==> src/rtl/btn_pkg.sv <==
// Shared definitions for the button debounce / pulse-select block:
// debounce FSM state encoding, default debounce length and a helper
// that sizes the stability counter.
package btn_pkg;

  // 10 ms of stable input at a 100 MHz system clock
  localparam int DEFAULT_DEBOUNCE_CYCLES = 1000000;

  // Two-bit encoding of the debounce FSM states
  localparam logic [1:0] ST_IDLE         = 2'd0;
  localparam logic [1:0] ST_PRESS_WAIT   = 2'd1;
  localparam logic [1:0] ST_PRESSED      = 2'd2;
  localparam logic [1:0] ST_RELEASE_WAIT = 2'd3;

  typedef enum logic [1:0] {
    IDLE         = ST_IDLE,
    PRESS_WAIT   = ST_PRESS_WAIT,
    PRESSED      = ST_PRESSED,
    RELEASE_WAIT = ST_RELEASE_WAIT
  } btn_state_t;

  // Counter width for a debounce length of n cycles. A length of 1 still
  // needs one bit so the counter and its terminal value stay legal vectors.
  function automatic int cnt_width(input int n);
    return (n > 1) ? $clog2(n) : 1;
  endfunction

endpackage : btn_pkg

==> src/rtl/btn_debounce.sv <==
// One raw push button: synchronizer chain, stability counter and a
// four-state debounce FSM. Produces the registered debounced level and a
// registered one-cycle press pulse on each accepted press.
module btn_debounce
  import btn_pkg::*;
#(
  parameter int DEBOUNCE_CYCLES = DEFAULT_DEBOUNCE_CYCLES,
  parameter int SYNC_STAGES     = 2
) (
  input  logic clk,
  input  logic rst_n,
  input  logic raw,
  output logic level,
  output logic press
);

  localparam int CNT_W = cnt_width(DEBOUNCE_CYCLES);
  localparam logic [CNT_W-1:0] CNT_MAX = CNT_W'(DEBOUNCE_CYCLES - 1);
  localparam logic [CNT_W-1:0] CNT_ONE = CNT_W'(1);

  logic [SYNC_STAGES-1:0] sync;
  logic                   in_sync;
  logic [CNT_W-1:0]       cnt;
  btn_state_t             state;

  // Synchronizer chain bringing the asynchronous button into the clk domain
  always_ff @(posedge clk or negedge rst_n) begin
    if (!rst_n) begin
      sync <= '0;
    end else begin
      sync[0] <= raw;
      for (int i = 1; i < SYNC_STAGES; i++) begin
        sync[i] <= sync[i-1];
      end
    end
  end

  assign in_sync = sync[SYNC_STAGES-1];

  // Debounce FSM: a level change is accepted only after DEBOUNCE_CYCLES
  // consecutive stable samples; level and press are registered here so
  // the press pulse lands in the cycle right after the acceptance edge.
  always_ff @(posedge clk or negedge rst_n) begin
    if (!rst_n) begin
      state <= IDLE;
      cnt   <= '0;
      level <= 1'b0;
      press <= 1'b0;
    end else begin
      press <= 1'b0;
      case (state)
        IDLE: begin
          if (in_sync) begin
            state <= PRESS_WAIT;
            cnt   <= '0;
          end
        end
        PRESS_WAIT: begin
          if (!in_sync) begin
            state <= IDLE;
            cnt   <= '0;
          end else if (cnt == CNT_MAX) begin
            state <= PRESSED;
            cnt   <= '0;
            level <= 1'b1;
            press <= 1'b1;
          end else begin
            cnt <= cnt + CNT_ONE;
          end
        end
        PRESSED: begin
          if (!in_sync) begin
            state <= RELEASE_WAIT;
            cnt   <= '0;
          end
        end
        RELEASE_WAIT: begin
          // A bounce back to 1 returns to PRESSED silently: the press was
          // already reported, so no second pulse and level stays high.
          if (in_sync) begin
            state <= PRESSED;
            cnt   <= '0;
          end else if (cnt == CNT_MAX) begin
            state <= IDLE;
            cnt   <= '0;
            level <= 1'b0;
          end else begin
            cnt <= cnt + CNT_ONE;
          end
        end
        default: begin
          state <= IDLE;
          cnt   <= '0;
          level <= 1'b0;
        end
      endcase
    end
  end

endmodule : btn_debounce

==> src/rtl/button_pulse_sel.sv <==
// Two debounced buttons driving a downstream 1-to-4 demultiplexer:
// btnC presses become single-cycle data pulses, btnU presses advance the
// 2-bit channel select modulo 4.
module button_pulse_sel
  import btn_pkg::*;
#(
  parameter int DEBOUNCE_CYCLES = DEFAULT_DEBOUNCE_CYCLES,
  parameter int SYNC_STAGES     = 2
) (
  input  logic       clk,
  input  logic       rst_n,
  input  logic       btnC,
  input  logic       btnU,
  output logic       data,
  output logic [1:0] sel,
  output logic       btnC_level
);

  logic c_level;
  logic c_press;
  logic u_press;

  btn_debounce #(
    .DEBOUNCE_CYCLES (DEBOUNCE_CYCLES),
    .SYNC_STAGES     (SYNC_STAGES)
  ) u_btn_c (
    .clk   (clk),
    .rst_n (rst_n),
    .raw   (btnC),
    .level (c_level),
    .press (c_press)
  );

  // Only the press pulse of the select button matters; its level is unused.
  btn_debounce #(
    .DEBOUNCE_CYCLES (DEBOUNCE_CYCLES),
    .SYNC_STAGES     (SYNC_STAGES)
  ) u_btn_u (
    .clk   (clk),
    .rst_n (rst_n),
    .raw   (btnU),
    .level (),
    .press (u_press)
  );

  // The debounce flops already hold the registered pulse and level, so
  // the outputs come straight from them without adding a cycle.
  assign data       = c_press;
  assign btnC_level = c_level;

  // Channel select advances on the registered btnU pulse, so a coincident
  // btnC pulse still sees the old select and the new value appears a cycle later.
  always_ff @(posedge clk or negedge rst_n) begin
    if (!rst_n) begin
      sel <= 2'b00;
    end else if (u_press) begin
      sel <= sel + 2'd1;
    end
  end

endmodule : button_pulse_sel

==> config.mk <==
export PLATFORM = sky130hd
export DESIGN_NAME = button_pulse_sel
export DESIGN_NICKNAME = d
export VERILOG_FILES = /design/src/rtl/btn_pkg.sv /design/src/rtl/btn_debounce.sv /design/src/rtl/button_pulse_sel.sv
export SDC_FILE = /design/constraint.sdc
export NUM_CORES = 1
export LEC_CHECK = 0
export ABC_AREA = 1
export CAP_MARGIN = 20
export CORE_MARGIN = 2
export CORE_UTILIZATION = 30
export CTS_BUF_LIST = sky130_fd_sc_hd__clkbuf_4 sky130_fd_sc_hd__clkbuf_8 sky130_fd_sc_hd__clkbuf_16
export CTS_CLUSTER_DIAMETER = 150
export DETAILED_ROUTE_END_ITERATION = 12
export SLEW_MARGIN = 0
export SYNTH_ARGS = -nofsm -noshare
export SYNTH_HDL_FRONTEND = slang
export SYNTH_SLANG_ARGS = --single-unit
==> constraint.sdc <==
create_clock -name clk -period 1.5 [get_ports clk]
set_input_delay 0.225 -clock clk [delete_from_list [all_inputs] [get_ports clk]]
set_output_delay 0.225 -clock clk [all_outputs]
set_load 0.005 [all_outputs]
==> results.py <==
metrics = {
    "outcome": {
        "status": "complete, but fails checks",
        "failed_checks": "negative setup slack",
    },
    "timing": {
        "slew_headroom_pct": 64.72,
        "rsz0062_at_grt": "true",
        "fmax_ghz": 0.6573,
        "finalSetupViolations": 4,
        "whs_ps": 345.9,
        "setup_tns_ps": -35.01,
        "final_hold_viol_count": 0,
        "period_minus_slack_ps": 1521,
        "worst_pin_slew_ps": 529.3,
        "setup_slack_ps": -21.48,
        "finalCritPeriodShare_pct": 101.4,
        "maxSlewViolCount": 0,
        "fin_worst_skew_ps": 8.369,
    },
    "pwr": {
        "power_density_nw_per_um2": 927.0,
        "switching_share_pct": 33.52,
        "leakagePower_uw": 0.001713,
        "p_total_uw": 3671,
        "power.switching_uw": 1231,
        "pwr-share-clk_pct": 26.6,
        "irDropWorstVdd_mv": 0.3594,
        "power.share.combinational_pct": 29.0,
        "p_int_uw": 2440,
        "seq_power_share_pct": 44.4,
    },
    "grt": {
        "grt_pass1_wl_mm": 12.84,
        "track_usage_pct": 14.07,
        "first_global_vias": 2781,
        "grt_max_degree": 21,
        "overflow": 0,
        "grt_antenna_before_repair": 0,
    },
    "synthesis": {
        "synth_ff_type": "dfrtp_1",
        "ys_types": 34,
        "synth-seq-area-share_pct": 42.60,
        "yosysTopAreaCell": "dfrtp_1",
        "synth-edff-count": 0,
        "synthesis.nets": 417,
        "synth.area.top_cells": "dfrtp_1, nand2_1, nor2_1, inv_1, nand3_1",
        "synth_area_um2": 3113,
        "synth_seq_cells": 53,
        "syn_area_per_cell_um2": 7.574,
        "yosys_warnings": 0,
        "synth_top_cell_area_share_pct": 42.60,
        "netlist_instances": 411,
        "async_flop_share_pct": 100.0,
    },
    "routing": {
        "wire_per_inst_um": 12.48,
        "drtPass1Iterations": 4,
        "ant_nets": 0,
        "num_vias": 2846,
        "route.detailed.drc": 0,
        "drt_wl_total_mm": 7.535,
        "drt_iter0_drc": 149,
        "via_per_inst": 4.712,
    },
    "worst_setup_path": {
        "arrival_ps": 1710,
        "critPathLaunchType": "flop",
        "cp-end-kind": "flop",
        "timing_worst_setup_path_type": "reg2reg",
        "cp_max_fo": 6,
        "required_ps": 1690,
    },
    "clocking": {
        "cts_tree": "built",
        "cts_buffers": 5,
        "clock_latency_ps": 310,
        "clk_path_buf_depth": 2,
        "clock-sinks": 53,
        "cts_root_buf": "clkbuf_8",
        "ctsHtreeMaxLevel": 2,
        "clk_pin_slew_worst_paths_ps": 100,
    },
    "place": {
        "hpwlAfterDp_mm": 5.389,
        "gp_congestion": 0.8726,
        "port_buffers": 7,
        "place_inst": 581,
    },
    "final_layout": {
        "area_delta_synth_final_pct": 27.21,
        "stdcell_count": 604,
        "nets": 474,
        "drive_above_1_share_pct": 25.43,
        "num_antenna_cells": 0,
    },
    "die": {
        "die_h_um": 105.9,
        "io_pins": 8,
        "die_w_um": 105.9,
        "row_count": 37,
        "core_area_um2": 10180,
        "die_area_um2": 11210,
        "initial_core_util_pct": 30.57,
    },
    "worst_hold_path": {
        "hp-class": "in2reg",
    },
    "run": {
        "cap_violations": 0,
    },
}
==> per-layer routing <==
layer,part of all wire (%),track usage (%),vias up
li1,-,-,1444
met1,49,19.77,1359
met2,46,22.53,36
met3,3.5,2.412,7
met4,1.2,3.477,0
met5,0,0,-
==> cells by family (layout without fill, tap and decap cells) <==
group	after synthesis	after routing	synth area share, %
flops	53	53	42.60
xor+xnor	11	11	3.095
compound gates	48	48	10.53
simple gates	239	240	34.57
buf+inv	57	113	7.677
mux	1	1	0.7234
fa+ha+maj	2	2	0.8037
==> power by group through the flow <==
stage                     combinational, uW  sequential [uW]  clock (uW)
final                                  1060             1630         978
after global routing                   1150             1650        1070
after CTS                               980             1630        1000
after detailed placement                904             1660           0
after global placement                  882             1650           0
after floorplan                         605             1660           0
==> what timing repair did <==
action,in CTS,in global routing
hold endpoints to repair,18,0
setup endpoints to repair,15,42
pin swaps,1,18
hold buffers,1,0
gates cloned,1,0
setup buffers,2,12
gates resized for setup,6,40
==> layout make-up <==
class | count | area (um2)
Tap cell | 136 | 170.2
Fill cell | 1061 | 6225
Multi-Input combinational cell | 302 | 1684
Sequential cell | 53 | 1331
Clock inverter | 2 | 35.03
Timing Repair Buffer | 55 | 467.9
Inverter | 51 | 202.7
Clock buffer | 5 | 68.82
==> worst paths after layout <==
check	to	startpoint	slack (ps)	depth (start not counted)
max	u_btn_u.cnt[1]$_DFFE_PN0P_	u_btn_u.cnt[0]$_DFFE_PN0P_	-20	10
min	u_btn_c.sync[0]$_DFF_PN0_	btnC	350	1
max reg2reg	u_btn_u.cnt[1]$_DFFE_PN0P_	u_btn_u.cnt[0]$_DFFE_PN0P_	-20	10
min reg2reg	u_btn_c.sync[1]$_DFF_PN0_	u_btn_c.sync[0]$_DFF_PN0_	360	0
max in group asynchronous	u_btn_u.cnt[2]$_DFFE_PN0P_	rst_n	590	3
min in group asynchronous	u_btn_c.cnt[3]$_DFFE_PN0P_	rst_n	410	2
==> synth_stat cells, types with 3 or more instances <==
| cell type | instances |
|---|---|
| a21oi_1 | 6 |
| buf_6 | 3 |
| clkinv_1 | 3 |
| dfrtp_1 | 53 |
| inv_1 | 46 |
| nand2_1 | 119 |
| nand3_1 | 26 |
| nand3_2 | 7 |
| nand4_1 | 12 |
| nor2_1 | 57 |
| nor3_1 | 6 |
| o21ai_0 | 15 |
| o21ai_1 | 8 |
| o22ai_1 | 6 |
| o22ai_2 | 8 |
| xnor2_1 | 3 |
| xor2_1 | 8 |
==> per-stage QoR <==
| step | instance area, um2 | setup slack [ps] | util, % |
|---|---|---|---|
| 2_1_floorplan | 3134 | 10.90 | - |
| 3_3_place_gp | 3591 | -3.604 | 35.26 |
| 3_5_place_dp | 3591 | -35.84 | 35.26 |
| 4_1_cts | 3741 | 3.317 | 36.73 |
| 5_1_grt | 3960 | -153.3 | 38.88 |
| 6_report | 3960 | -21.48 | 38.88 |
==> registers in the layout, indices dropped and copies added, names as in the netlist, named ones only <==
register and flops:
u_btn_c.cnt 20, u_btn_u.cnt 20, sel 2, u_btn_c.sync 2, u_btn_u.sync 2, u_btn_c.level 1
u_btn_c.press 1, u_btn_c.state 1, u_btn_u.press 1, u_btn_u.state 1
==> cell usage in the layout, fill, tap and decap left out, types with 8 or more instances in the layout <==
master / Yosys / final
nand3_1: 26 / 23
buf_4: 0 / 41
nand4_1: 12 / 12
nand3_2: 7 / 9
o21ai_1: 8 / 9
xor2_1: 8 / 8
inv_1: 46 / 46
nor2_2: 2 / 9
nor2_1: 57 / 46
o21ai_0: 15 / 12
nand2_1: 119 / 114
dfrtp_1: 53 / 49
o22ai_2: 8 / 8
==> worst max-delay path, stage by stage (launching register included) <==
cell and delay, ps:
dfrtp_1 400, ha_2 230, nand2_4 80, nor2_4 120, nand2_2 60, inv_2 70
nand3_4 90, nand2_4 120, inv_2 90, nand2_1 70, o21ai_1 70
Note: power is estimated with default switching activity, not from simulation.
